<file path="config.mk">
export PLATFORM = sky130hd
export DESIGN_NAME = multicycle_control
export DESIGN_NICKNAME = d
export VERILOG_FILES = /design/src/rtl/multicycle_control.sv
export SDC_FILE = /design/constraint.sdc
export NUM_CORES = 1
export LEC_CHECK = 0
export BUFFER_PORTS_ARGS = -buffer_cell sky130_fd_sc_hd__buf_2
export CORE_MARGIN = 5
export CORE_UTILIZATION = 35
export DETAILED_ROUTE_END_ITERATION = 8
export PLACE_DENSITY = 0.72
export SYNTH_ARGS = -nofsm -noshare
export SYNTH_HDL_FRONTEND = slang
export SYNTH_SLANG_ARGS = --single-unit
</file>
<file path="constraint.sdc">
create_clock -name clk -period 1.3 [get_ports clk]
set_input_delay 0.26 -clock clk [delete_from_list [all_inputs] [get_ports clk]]
set_output_delay 0.26 -clock clk [all_outputs]
set_load 0.01 [all_outputs]
</file>
<file path="src/rtl/multicycle_control.sv">
// -----------------------------------------------------------------------------
// multicycle_control
//
// Multi-cycle MIPS control unit. Sequences each instruction through fetch,
// decode, execute, memory and write-back cycles and drives the shared
// datapath's strobes and multiplexer selects. Most outputs depend only on the
// state (Moore). IRWrite/PCWrite in FETCH follow MemReady (Mealy).
//
// A watchdog counts consecutive MemReady-low cycles in the three memory-wait
// states. On the (MAX_WAIT+1)-th consecutive stall the machine enters FAULT,
// and it stays there until reset.
//
// Build option:
//   ILLEGAL_TRAP_EN  defined   : an undefined opcode in DECODE enters FAULT.
//                    undefined : an undefined opcode is a 2-cycle NOP.
//
// Parameters:
//   ALUOP_WIDTH            width of ALUOp (>= 3)
//   ALUOP_ADD/OR/LUI/SUB/R ALUOp codes
//   MAX_WAIT               tolerated consecutive stall cycles (0 = no watchdog)
//
// Ports:
//   clk        in   system clock, rising edge
//   reset      in   asynchronous active-low reset
//   OP[5:0]    in   opcode from the instruction register
//   MemReady   in   memory completes the current access this cycle
//   IRWrite, PCWrite, IorD, MemRead, MemWrite, MemtoReg, RegDst, RegWrite,
//   ALUSrcA, BranchEQ, BranchNE
//              out  datapath strobes and selects
//   ALUSrcB[1:0]   out  00 B, 01 const 4, 10 sign-ext imm, 11 shifted imm
//   PCSource[1:0]  out  00 ALU result, 01 ALUOut, 10 jump target
//   ALUOp      out  ALU operation code
//   State[3:0] out  current state, for debug
//   Fault      out  high while in FAULT
// -----------------------------------------------------------------------------
module multicycle_control #(
    parameter int                     ALUOP_WIDTH = 3,
    parameter logic [ALUOP_WIDTH-1:0] ALUOP_ADD   = ALUOP_WIDTH'(3'b100),
    parameter logic [ALUOP_WIDTH-1:0] ALUOP_OR    = ALUOP_WIDTH'(3'b101),
    parameter logic [ALUOP_WIDTH-1:0] ALUOP_LUI   = ALUOP_WIDTH'(3'b011),
    parameter logic [ALUOP_WIDTH-1:0] ALUOP_SUB   = ALUOP_WIDTH'(3'b001),
    parameter logic [ALUOP_WIDTH-1:0] ALUOP_R     = ALUOP_WIDTH'(3'b111),
    parameter int                     MAX_WAIT    = 15
) (
    input  logic                   clk,
    input  logic                   reset,
    input  logic [5:0]             OP,
    input  logic                   MemReady,
    output logic                   IRWrite,
    output logic                   PCWrite,
    output logic                   IorD,
    output logic                   MemRead,
    output logic                   MemWrite,
    output logic                   MemtoReg,
    output logic                   RegDst,
    output logic                   RegWrite,
    output logic                   ALUSrcA,
    output logic                   BranchEQ,
    output logic                   BranchNE,
    output logic [1:0]             ALUSrcB,
    output logic [1:0]             PCSource,
    output logic [ALUOP_WIDTH-1:0] ALUOp,
    output logic [3:0]             State,
    output logic                   Fault
);

    // A 1-bit counter is kept even when the watchdog is disabled, so the
    // width is never zero.
    localparam int                   CNT_WIDTH = (MAX_WAIT < 1) ? 1 : $clog2(MAX_WAIT + 1);
    localparam logic [CNT_WIDTH-1:0] CNT_MAX   = CNT_WIDTH'(MAX_WAIT);

    localparam logic [5:0] OP_RTYPE = 6'h00;
    localparam logic [5:0] OP_J     = 6'h02;
    localparam logic [5:0] OP_BEQ   = 6'h04;
    localparam logic [5:0] OP_BNE   = 6'h05;
    localparam logic [5:0] OP_ADDI  = 6'h08;
    localparam logic [5:0] OP_ORI   = 6'h0D;
    localparam logic [5:0] OP_LUI   = 6'h0F;
    localparam logic [5:0] OP_LW    = 6'h23;
    localparam logic [5:0] OP_SW    = 6'h2B;

    typedef enum logic [3:0] {
        FETCH    = 4'd0,
        DECODE   = 4'd1,
        EXEC_R   = 4'd2,
        EXEC_I   = 4'd3,
        ALU_WB   = 4'd4,
        MEM_ADDR = 4'd5,
        MEM_RD   = 4'd6,
        MEM_WB   = 4'd7,
        MEM_WR   = 4'd8,
        BRANCH   = 4'd9,
        JUMP     = 4'd10,
        FAULT    = 4'd15
    } stateType;

    stateType             state, nextState;
    logic [CNT_WIDTH-1:0] waitCnt, nextWaitCnt;
    logic                 waitState;

    // NOTE: sequential state uses non-blocking assignments so every register
    // samples the pre-edge values regardless of statement order.
    always_ff @(posedge clk or negedge reset) begin
        if (!reset) begin
            state   <= FETCH;
            waitCnt <= '0;
        end else begin
            state   <= nextState;
            waitCnt <= nextWaitCnt;
        end
    end

    // Next-state and watchdog logic.
    // NOTE: every signal gets a default before the case, so no path through
    // this combinational block can infer a latch.
    always_comb begin
        nextState   = state;
        nextWaitCnt = '0;
        waitState   = 1'b0;

        case (state)
            FETCH: begin
                waitState = 1'b1;
                if (MemReady) nextState = DECODE;
            end
            DECODE: begin
                case (OP)
                    OP_RTYPE:                nextState = EXEC_R;
                    OP_ADDI, OP_ORI, OP_LUI: nextState = EXEC_I;
                    OP_LW, OP_SW:            nextState = MEM_ADDR;
                    OP_BEQ, OP_BNE:          nextState = BRANCH;
                    OP_J:                    nextState = JUMP;
                    default: begin
`ifdef ILLEGAL_TRAP_EN
                        nextState = FAULT;
`else
                        nextState = FETCH;
`endif
                    end
                endcase
            end
            EXEC_R, EXEC_I: nextState = ALU_WB;
            ALU_WB:         nextState = FETCH;
            MEM_ADDR:       nextState = (OP == OP_SW) ? MEM_WR : MEM_RD;
            MEM_RD: begin
                waitState = 1'b1;
                if (MemReady) nextState = MEM_WB;
            end
            MEM_WB:         nextState = FETCH;
            MEM_WR: begin
                waitState = 1'b1;
                if (MemReady) nextState = FETCH;
            end
            BRANCH, JUMP:   nextState = FETCH;
            FAULT:          nextState = FAULT;
            default:        nextState = FAULT;
        endcase

        // A stall keeps the state, so the count carries. Any completion or
        // state change leaves nextWaitCnt at its cleared default.
        if (waitState && !MemReady) begin
            if ((MAX_WAIT != 0) && (waitCnt == CNT_MAX))
                nextState = FAULT;
            else if (waitCnt != CNT_MAX)
                nextWaitCnt = waitCnt + CNT_WIDTH'(1);
            else
                nextWaitCnt = waitCnt;
        end
    end

    // Output decode. While reset is low, every output is held at 0.
    always_comb begin
        IRWrite  = 1'b0;
        PCWrite  = 1'b0;
        IorD     = 1'b0;
        MemRead  = 1'b0;
        MemWrite = 1'b0;
        MemtoReg = 1'b0;
        RegDst   = 1'b0;
        RegWrite = 1'b0;
        ALUSrcA  = 1'b0;
        BranchEQ = 1'b0;
        BranchNE = 1'b0;
        ALUSrcB  = 2'b00;
        PCSource = 2'b00;
        ALUOp    = '0;
        State    = 4'd0;
        Fault    = 1'b0;

        if (reset) begin
            State = state;
            case (state)
                FETCH: begin
                    MemRead = 1'b1;
                    ALUSrcB = 2'b01;
                    ALUOp   = ALUOP_ADD;
                    IRWrite = MemReady;
                    PCWrite = MemReady;
                end
                DECODE: begin
                    ALUSrcB = 2'b11;
                    ALUOp   = ALUOP_ADD;
                end
                EXEC_R: begin
                    ALUSrcA = 1'b1;
                    ALUOp   = ALUOP_R;
                end
                EXEC_I: begin
                    ALUSrcA = 1'b1;
                    ALUSrcB = 2'b10;
                    case (OP)
                        OP_ORI:  ALUOp = ALUOP_OR;
                        OP_LUI:  ALUOp = ALUOP_LUI;
                        default: ALUOp = ALUOP_ADD;
                    endcase
                end
                ALU_WB: begin
                    RegWrite = 1'b1;
                    RegDst   = (OP == OP_RTYPE);
                end
                MEM_ADDR: begin
                    ALUSrcA = 1'b1;
                    ALUSrcB = 2'b10;
                    ALUOp   = ALUOP_ADD;
                end
                MEM_RD: begin
                    MemRead = 1'b1;
                    IorD    = 1'b1;
                end
                MEM_WB: begin
                    RegWrite = 1'b1;
                    MemtoReg = 1'b1;
                end
                MEM_WR: begin
                    MemWrite = 1'b1;
                    IorD     = 1'b1;
                end
                BRANCH: begin
                    ALUSrcA  = 1'b1;
                    ALUOp    = ALUOP_SUB;
                    PCSource = 2'b01;
                    BranchEQ = (OP == OP_BEQ);
                    BranchNE = (OP == OP_BNE);
                end
                JUMP: begin
                    PCWrite  = 1'b1;
                    PCSource = 2'b10;
                end
                FAULT:   Fault = 1'b1;
                default: ;
            endcase
        end
    end

endmodule

</file>
# Word level (Yosys, flattened, before mapping)
# Cells that the tools add are included.
# word_totals
mem_count	0
regBits	8
romBits	0
ramBits	0
latch_bits	0
output_inout_bits	23
# classes
order_cmp	0
n_bitwise	0
n_mul	0
shift	0
n_div	0
n_addsub	1
n_eq_ne	22
n_reduce_logical	16
mux	44
# ops
cell	count
$mux 4	10
$pmux 4 s7	1
$mux 1	24
$eq 4x4->1 const B	5
$pmux 4 s5	1
$eq 6x4->1 const B	3
$eq 4x3->1 const B	4
$reduce_or 2->1	7
$eq 6x3->1 const B	2
$eq 6x6->1 const B	2
$pmux 3 s4	1
$reduce_or 3->1	3
$eq 4x2->1 const B	2
$reduce_or 4->1	2
$eq 6x2->1 const B	1
$logic_not 6->1	1
$pmux 2 s3	1
$pmux 3 s2	1
$add 4x1->4 const B	1
$eq 4x1->1 const B	1
$logic_not 4->1	1
$mux 2	2
$ne 4x4->1 const B	1
$pmux 2 s2	1
other kinds (5)	5

# Logic depth before layout (Yosys ltp)
# Gate-level depths: netlist of the first run.
# depth
ltp_word	6
ltp_mapped	5

# Least setup slack after synthesis of the first run
# Ideal clock, no wire load.
# synth_path
path_kind	input to output
start	input port OP[3]
end	output port ALUOp[1]
required_time_ns	1.040
t_arrival_ns	1.215
n_path_buf	1
slack_ns	-0.175
stages	5
cell_sequence	buf_2 > nand3_1 > nor3_1 > nand2_1 > a2111oi_2
# synth_between
elab_chain_cells	4
# synth_lines
item	line	source
start: declaration	47	input logic [5:0] OP,
$eq 6x4->1	211	case (OP)
$pmux 3 s2 *	211	
$pmux 3 s4 *	192	case (state)
$mux 3 *	190	if (reset) begin
end: declaration	62	output logic [ALUOP_WIDTH-1:0] ALUOp,
# Mark *: on every way between the ends. The rest lies on a longest branch, timed or not.

# Final worst setup path of the first run
# layout_path
start	register state[2]
end	output port IorD
# layout_between
elab_chain_cells	4
# layout_lines
item	line	source
start: declaration	97	stateType state, nextState;
start signal: assignment	108	state <= nextState;
$eq 4x4->1 or $eq 4x3->1 (tied branches)	192	
$reduce_or 2->1 (no source line) *	--	
$mux 1 *	192	
$mux 1 *	190	
end: declaration	51	output logic IorD,
# Marks and branches as above.

==> results of run 1 <==
[power by group]
group	internal (mW)	switching, mW	total [mW]
sequential	0.324	0.122	0.446
clock	0.105	0.0791	0.184
combinational	1.04	0.891	1.93
[area by class of cell]
class                      instances  share of cell area, %
inverter                           2                 0.6006
multi-input combinational         92                  45.72
timing repair buffer              80                  37.99
clock buffer                       3                  1.351
tap                               28                  2.102
sequential                         8                  12.24
[stage by stage]
stage,TNS (ps),utilization (%),setup WS (ps),power (mW),hold slack (ps)
2_1_floorplan,-219.3,-,-53.33,1.163,-35.59
3_3_place_gp,-2277,58.15,-175.7,1.669,265.0
3_5_place_dp,-2846,58.15,-209.1,1.717,265.2
4_1_cts,-8423,67.84,-413.8,2.267,52.24
5_1_grt,-11080,74.62,-513.4,2.703,89.36
6_report,-9551,74.62,-441.1,2.565,77.64
[path summary, 6_finish.rpt]
path / startpoint / end / slack (ps) / cells past startpoint
worst max-delay path: state[2]$_DFF_PN0_ / IorD / -440 / 6
worst min-delay path: reset / state[2]$_DFF_PN0_ / 80 / 3
worst max register to register: state[1]$_DFF_PN0_ / state[1]$_DFF_PN0_ / -430 / 7
worst min register to register: waitCnt[3]$_DFFE_PN0P_ / waitCnt[3]$_DFFE_PN0P_ / 540 / 1
max in group asynchronous: reset / state[3]$_DFF_PN0_ / 620 / 3
min in group clk: OP[3] / state[3]$_DFF_PN0_ / 490 / 4
[synthesized netlist by cell type (2+ instances only)]
cell	number	area [um2]
clkbuf_1	3	11.26
nand3_1	5	25.02
nor3_1	4	20.02
a21boi_0	2	15.01
nand2_1	9	33.78
nor2b_1	2	12.51
nor3b_1	2	15.01
a31oi_1	3	18.77
nor2_1	16	60.06
a21oi_1	4	20.02
dfrtp_1	8	200.2
buf_2	3	15.01
and2_1	6	37.54
inv_1	2	7.510
nand3b_1	2	15.01
mux2i_1	2	20.02
o21a_1	3	22.52
and3_1	3	18.77
nand2b_1	4	25.02
[cell families (layout without fill, tap and decap cells)]
family / count (synthesis) / count (layout) / share of synthesized area (%)
simple gates: 61 / 61 / 39.37
flops: 8 / 8 / 24.13
buf+inv: 10 / 85 / 6.335
mux: 2 / 2 / 2.413
fa+ha+maj: 1 / 1 / 1.508
compound gates: 26 / 26 / 24.13
xor+xnor: 2 / 2 / 2.112
[layout by cell type (no fill, tap or decap), types with 2 or more instances in the layout]
cell / n
a21boi_1: 2
a21oi_1: 3
a31oi_1: 3
and2_1: 3
and2_4: 3
and3_1: 2
buf_2: 24
buf_4: 32
buf_6: 22
clkbuf_4: 3
dfrtp_1: 5
dfrtp_2: 3
mux2i_1: 2
nand2_1: 4
nand2_2: 3
nand2_4: 2
nand2b_4: 3
nand3_1: 3
nand3_2: 2
nand3b_1: 2
nor2_1: 8
nor2_2: 5
nor2_4: 3
nor3_2: 3
nor3b_2: 2
o21a_1: 3
or2_4: 2
[critical path, delay by kind of cell, from the launching register on]
| family | cells | cell delay (ps) |
|---|---|---|
| AOI/OAI and AO/OA | 1 | 50 |
| and+or+nand+nor | 3 | 430 |
| DFF | 1 | 420 |
| buffers and inverters | 2 | 330 |
[flip-flops by register name (all words and copies together), names as in the netlist]
register,flops
state,4
waitCnt,4
[metal layers]
layer	part of all wire, %	vias to the layer above	routed length (um)	global-route usage (%)
li1	-	550	-	-
met1	40	553	1429	24.27
met2	50	61	1818	35.41
met3	7.6	10	274	4.386
met4	2.3	0	82	10.36
met5	0	-	0	0
[timing repair]
action / 4_1_cts / 5_1_grt
buffers inserted: 9 / 5
endpoints found under the setup margin: 31 / 31
pin swaps: 18 / 10
endpoints found under the hold margin: 7 / 0
resized for setup: 32 / 30
hold buffers: 1 / 0
==> flow_metrics.py, run 1 <==
metrics = {
    "run_status": {
        "status": "finished, violations left",
        "violations": "negative setup slack",
    },
    "timing": {
        "skew_ps": 8.766,
        "fin_crit_ps": 1741,
        "fmax_mhz": 574.3,
        "setup_ws_ps": -441.1,
        "drv_slew": 0,
        "finalSetupViolCount": 30,
        "tightest_slew_ps": 421.7,
        "slew_headroom_pct": 71.49,
        "finalHoldViolations": 0,
        "finalCritPeriodShare_pct": 133.9,
        "rsz0062_at_grt": "yes",
    },
    "placed_design": {
        "dp.cells": 196,
        "placed_cell_area_mm2": 0.001299,
        "port_buffers": 31,
        "gp_congestion": 0.9323,
        "hpwl_um": 2295,
    },
    "global_route": {
        "grt-ovfl-total": 0,
        "grt.total_usage_pct": 20.68,
        "antenna_found_initial": 0,
        "grt_pass1_wl_um": 5568,
        "grt_max_degree": 10,
        "grt_pass1_vias": 1212,
    },
    "synth": {
        "ys_ff_latch": 8,
        "ys.flop_type": "dfrtp_1",
        "syn-cell-area_um2": 829.5,
        "synth_cells": 110,
        "synth_nets": 120,
        "synth_edf_count": 0,
        "synth_warnings": 0,
        "synthDistinctLibCells": 46,
        "seq_area_frac_synth_pct": 24.13,
        "async_reset_ff_share_pct": 100.0,
        "syn-mean-instance-area_um2": 7.541,
    },
    "clock_network": {
        "path_clk_slew_ps": 60,
        "clk_latency_ps": 250,
        "clock_sinks": 8,
        "cts-root-buf": "clkbuf_4",
        "cts_max_level": 1,
        "cts_buffers": 3,
        "clockBufferDepth": 2,
        "cts_tree": "built",
    },
    "worst_setup_path": {
        "crit_chain": "nand3b_1 > buf_4 > nor2_1 > a31oi_1 > nor2_1 > buf_2",
        "crit_path_max_fanout": 5,
        "cp_data_arrival_time_ps": 1480,
        "cpPeakStageDelay_ps": 420,
        "startpoint_type": "register",
        "critical_path_class": "register to output port",
        "cpMaxStageDelayCell": "dfrtp_1",
        "endpoint_kind": "output port",
        "required_ps": 1040,
        "cp_common_cell": "nor2_1",
    },
    "floorplanning": {
        "ios": 32,
        "core-area_mm2": 0.002233,
        "die_h_um": 58.69,
        "die_w_um": 58.69,
        "die_area_mm2": 0.003444,
        "start_util_pct": 37.14,
        "num_rows": 17,
    },
    "detailed_routing": {
        "dr.first_iter.drc_count": 29,
        "drcViolationCount": 0,
        "ant_nets": 0,
        "first_pass_iters": 4,
        "wl_per_cell_um": 16.92,
        "vias": 1174,
        "routed_wl_um": 3603,
        "viasPerCell": 5.512,
    },
    "final_layout": {
        "multiInputGateArea_um2": 762.0,
        "syn2layout_area_growth_pct": 100.9,
        "fin_cells": 213,
        "antennaDiodeCount": 0,
        "final_nets": 197,
        "drive_gt1_share_pct": 67.57,
        "fillers": 153,
        "seqCellArea_um2": 203.9,
        "design_area_mm2": 0.001667,
    },
    "pwr": {
        "p_leak_nw": 0.8190,
        "ir_worst_vdd_v": 0.0009826,
        "pwr_density_cell_mw_per_mm2": 1539,
    },
    "worst_hold_path": {
        "hp-class": "primary input to async pin",
    },
    "run": {
        "cap_violations": 0,
    },
}
(Power assumes the default switching activity.)
==> run 2: changes to the inputs <==
- REMOVE_ABC_BUFFERS: default -> 1
- SKIP_LAST_GASP: default -> 1
==> flow_metrics.py, run 2 (synthesis gave the netlist of run 1 again) <==
metrics = {
    "pwr": {
        "p_leak_nw": 0.8669,
        "seqPwrFrac_pct": 15.2,
        "switching_share_pct": 42.19,
        "pwr_density_cell_mw_per_mm2": 1667,
        "p_int_mw": 1.690,
        "pwr-share-clk_pct": 7.0,
        "p_comb_share_pct": 77.9,
        "ir_worst_vdd_v": 0.001038,
        "switchingPower_mw": 1.233,
    },
    "placed_design": {
        "port_buffers": 31,
        "gp_congestion": 0.8543,
        "dp.cells": 199,
        "placed_cell_area_mm2": 0.001260,
        "hpwl_um": 2279,
    },
    "global_route": {
        "grt_pass1_wl_um": 5740,
        "grt-ovfl-total": 0,
        "antenna_found_initial": 0,
        "grt_max_degree": 10,
        "grt.total_usage_pct": 21.34,
        "grt_pass1_vias": 1196,
    },
    "worst_setup_path": {
        "required_ps": 1040,
        "timing.rr.start": "state[2]$_DFF_PN0_",
        "r2r_slack_ps": -440,
        "regToRegEndpoint": "waitCnt[3]$_DFFE_PN0P_",
        "startpoint_type": "register",
        "reg2reg_depth": 6,
        "cpPeakStageDelay_ps": 440,
        "critical_path_class": "register to output port",
        "crit_path_max_fanout": 3,
        "crit_chain": "nand3b_1 > buf_4 > nor2_2 > a31oi_1 > nor2_1 > buf_2",
        "cp_data_arrival_time_ps": 1650,
        "cpMaxStageDelayCell": "dfrtp_2",
        "endpoint_kind": "output port",
    },
    "floorplanning": {
        "die_w_um": 58.69,
        "die_h_um": 58.69,
        "core-area_mm2": 0.002233,
        "start_util_pct": 37.14,
        "die_area_mm2": 0.003444,
        "ios": 32,
        "num_rows": 17,
    },
    "final_layout": {
        "fin_cells": 224,
        "final_nets": 208,
        "design_area_mm2": 0.001753,
        "antennaDiodeCount": 0,
        "largestRegisters": "state x4, waitCnt x4",
        "syn2layout_area_growth_pct": 111.3,
        "final_common_cell": "buf_4",
        "drive_gt1_share_pct": 67.86,
        "fillers": 135,
        "final_cell_mix": "buf_4, buf_2, buf_6",
    },
    "timing": {
        "drv_slew": 0,
        "finalCritPeriodShare_pct": 146.9,
        "setup_ws_ps": -609.1,
        "fin_crit_ps": 1909,
        "fmax_mhz": 523.8,
        "tightest_slew_ps": 368.0,
        "rsz0062_at_grt": "yes",
        "slew_headroom_pct": 75.24,
        "finalHoldViolations": 0,
        "finalSetupViolCount": 31,
        "skew_ps": 0.7995,
    },
    "run_status": {
        "status": "finished, violations left",
        "violations": "negative setup slack",
    },
    "detailed_routing": {
        "wl_per_cell_um": 19.22,
        "ant_nets": 0,
        "drcViolationCount": 0,
        "vias": 1305,
        "routed_wl_um": 4305,
        "viasPerCell": 5.826,
        "first_pass_iters": 4,
        "dr.first_iter.drc_count": 47,
    },
    "clock_network": {
        "cts_max_level": 1,
        "cts_hold_buf": 0,
        "clk_latency_ps": 260,
        "cts_tree": "built",
        "cts_buffers": 3,
        "clockBufferDepth": 2,
        "path_clk_slew_ps": 60,
        "cts-root-buf": "clkbuf_4",
        "clock_sinks": 8,
    },
    "worst_hold_path": {
        "hp-class": "primary input to async pin",
    },
    "run": {
        "cap_violations": 0,
    },
}
==> run 2: cell types whose count changed in the layout (fill, tap and decap cells not counted), moves of 2 or more <==
cell | previous run | this run
nor2_1 | 8 | 11
buf_4 | 32 | 41
buf_2 | 24 | 26
a21boi_1 | 2 | 0
a21oi_2 | 1 | 3
nor2_2 | 5 | 2
nand2_1 | 4 | 6
a21oi_1 | 3 | 1
==> run 2: area by class of cell <==
class | instances | area, um2 | share of cell area, %
Multi-Input combinational cell | 92 | 745.7 | 42.54
Sequential cell | 8 | 205.2 | 11.71
Inverter | 2 | 10.01 | 0.5710
Clock buffer | 3 | 22.52 | 1.285
Timing Repair Buffer | 91 | 734.5 | 41.90
Tap cell | 28 | 35.03 | 1.999
==> run 2: power groups by stage <==
stage          Clock [mW]  Sequential [mW]  Combinational [mW]
2_1_floorplan           0            0.474               0.508
3_3_place_gp            0            0.408                1.19
3_5_place_dp            0            0.417                1.23
4_1_cts             0.192            0.423                1.57
5_1_grt             0.222            0.451                2.38
6_report            0.204            0.443                2.28
==> run 2: metrics by stage <==
step | util (%) | setup WS [ps] | power (mW) | hold WS [ps] | setup TNS [ps]
floorplan | - | -235.2 | 0.9816 | -35.59 | -1957
global placement | 56.41 | -213.7 | 1.601 | 264.5 | -3246
detailed placement | 56.41 | -230.2 | 1.647 | 265.3 | -3912
CTS | 66.33 | -397.5 | 2.188 | 31.83 | -7815
global route | 78.49 | -707.4 | 3.056 | 41.90 | -13690
finish | 78.49 | -609.1 | 2.923 | 35.55 | -12020
==> run 2: how the worst max path moves through the flow <==
stage	slack, ps	start	end	cells after the start
global placement	-210	state[3]$_DFF_PN0_	state[1]$_DFF_PN0_	5
detailed placement	-230	state[3]$_DFF_PN0_	state[1]$_DFF_PN0_	5
finish	-610	state[2]$_DFF_PN0_	IorD	6
CTS	-400	state[2]$_DFF_PN0_	IorD	6
global route	-710	state[2]$_DFF_PN0_	IorD	6
floorplan	-240	state[2]$_DFF_PN0_	BranchEQ	4
==> run 2: per-layer routing <==
| layer | part of all wire [%] | global-route usage [%] | vias up |
|---|---|---|---|
| met3 | 8.9 | 2.193 | 19 |
| met2 | 49 | 38.12 | 97 |
| met4 | 4.3 | 6.472 | 0 |
| met1 | 38 | 26.86 | 618 |
| met5 | 0 | 0 | - |
| li1 | - | - | 571 |
==> run 2: critical path, delay by kind of cell, from the launching register on <==
kind / cells / cell delay (ps)
simple gates: 3 / 510
buf+inv: 2 / 340
compound gates: 1 / 80
flops: 1 / 440
==> run 2: timing repair <==
item / 4_1_cts / 5_1_grt
setup endpoints to repair: 31 / 31
gates resized for setup: 32 / 37
buffers inserted: 10 / 12
hold endpoints to repair: 0 / 0
pin swaps: 6 / 17
cloned: 0 / 1
==> run 3: changes to the inputs <==
- BUFFER_PORTS_ARGS: -buffer_cell sky130_fd_sc_hd__buf_2 -> default
- DONT_BUFFER_PORTS: default -> 1
- PLACE_DENSITY: 0.72 -> 0.6
==> flow_metrics.py, run 3 (synthesis gave the netlist of run 1 again) <==
metrics = {
    "detailed_routing": {
        "vias": 1063,
        "routed_wl_um": 3316,
        "dr.first_iter.drc_count": 43,
        "viasPerCell": 5.777,
        "wl_per_cell_um": 18.02,
        "ant_nets": 0,
        "drcViolationCount": 0,
        "first_pass_iters": 4,
    },
    "floorplanning": {
        "die_w_um": 58.69,
        "die_h_um": 58.69,
        "start_util_pct": 37.14,
        "ios": 32,
        "num_rows": 17,
        "core-area_mm2": 0.002233,
        "die_area_mm2": 0.003444,
    },
    "final_layout": {
        "final_common_cell": "buf_4",
        "antennaDiodeCount": 0,
        "final_cell_mix": "buf_4, buf_6, nand2_1",
        "design_area_mm2": 0.001534,
        "drive_gt1_share_pct": 65.38,
        "syn2layout_area_growth_pct": 84.92,
        "largestRegisters": "state x4, waitCnt x4",
        "final_nets": 168,
    },
    "global_route": {
        "antenna_found_initial": 0,
        "grt-ovfl-total": 0,
        "grt.total_usage_pct": 17.56,
        "grt_max_degree": 14,
        "grt_pass1_wl_um": 4664,
        "grt_pass1_vias": 1038,
    },
    "worst_setup_path": {
        "required_ps": 1040,
        "critical_path_class": "register to output port",
        "startpoint_type": "register",
        "endpoint_kind": "output port",
        "crit_path_max_fanout": 7,
        "cp_data_arrival_time_ps": 1460,
    },
    "pwr": {
        "p_comb_share_pct": 74.8,
        "switching_share_pct": 42.86,
        "switchingPower_mw": 1.102,
        "pwr-share-clk_pct": 7.8,
        "p_leak_nw": 0.6623,
        "pwr_density_cell_mw_per_mm2": 1676,
        "p_int_mw": 1.469,
        "ir_worst_vdd_v": 0.001134,
        "seqPwrFrac_pct": 17.3,
        "power.total_mw": 2.571,
    },
    "timing": {
        "skew_ps": 12.37,
        "finalCritPeriodShare_pct": 132.3,
        "rsz0062_at_grt": "yes",
        "hold_slack_ps": 191.3,
        "fin_crit_ps": 1720,
        "fmax_mhz": 581.3,
        "finalSetupViolCount": 30,
        "finalHoldViolations": 0,
        "setup_ws_ps": -420.3,
        "timing.setup.tns_ps": -9044,
        "drv_slew": 0,
        "tightest_slew_ps": 437.9,
        "slew_headroom_pct": 70.54,
    },
    "clock_network": {
        "cts_tree": "built",
        "cts-root-buf": "clkbuf_4",
        "path_clk_slew_ps": 60,
        "clockBufferDepth": 2,
        "clock_sinks": 8,
        "cts_max_level": 1,
        "clk_latency_ps": 270,
        "cts_buffers": 3,
    },
    "run_status": {
        "violations": "negative setup slack",
        "status": "finished, violations left",
    },
    "run": {
        "cap_violations": 0,
    },
    "worst_hold_path": {
        "hp-class": "primary input to register",
    },
    "placed_design": {
        "gp_congestion": 0.8184,
        "hpwl_um": 1875,
        "port_buffers": 0,
        "placed_cell_area_mm2": 0.001075,
        "pre_cts_ws_ps": -212.6,
    },
}
## run 3: final timing paths
check,start,end,slack [ps],cells after the start
worst max-delay path,state[0]$_DFF_PN0_,RegWrite,-420,4
worst min-delay path,OP[3],state[3]$_DFF_PN0_,190,2
worst max register to register,state[3]$_DFF_PN0_,waitCnt[1]$_DFFE_PN0P_,-330,5
worst min register to register,waitCnt[3]$_DFFE_PN0P_,waitCnt[3]$_DFFE_PN0P_,510,1
max in group asynchronous,reset,state[0]$_DFF_PN0_,660,1
min in group asynchronous,reset,waitCnt[2]$_DFFE_PN0P_,340,1
## run 3: timing repair
item | in CTS | in global routing
pin swaps | 17 | 15
setup buffers | 11 | 5
hold buffers | 1 | 0
gates resized for setup | 53 | 26
hold endpoints to repair | 8 | 0
endpoints found under the setup margin | 30 | 31
## run 3: cell type report
cell class	count	area (um2)
Timing Repair Buffer	51	456.7
Fill cell	160	699.4
Tap cell	28	35.03
Clock buffer	3	22.52
Inverter	2	10.01
Sequential cell	8	205.2
Multi-Input combinational cell	92	804.5
## run 3: power by group through the flow
stage	Combinational (mW)	Sequential [mW]	Clock, mW
final	1.92	0.445	0.202
after global routing	2.03	0.449	0.217
after CTS	1.58	0.432	0.199
after detailed placement	1.08	0.427	0
after global placement	1.06	0.420	0
after floorplan	0.508	0.474	0
## run 3: metrics by stage
stage / cells / util [%]
final: 184 / 68.68
after global routing: 184 / 68.68
after CTS: 179 / 61.85
after detailed placement: 164 / 48.12
after global placement: 164 / 48.12
after floorplan: 102 / -
## run 3: metal layers
| metal | track usage [%] | up-vias | wire [um] |
|---|---|---|---|
| li1 | - | 496 | - |
| met1 | 21.76 | 504 | 1244 |
| met2 | 29.03 | 52 | 1749 |
| met3 | 3.728 | 11 | 259 |
| met4 | 8.091 | 0 | 62 |
| met5 | 0 | - | 0 |
## run 3: critical path: stages (launching register included)
cell and delay [ps]:
dfrtp_2 460, buf_4 160, nand2b_1 200, nor3b_2 230, buf_4 150
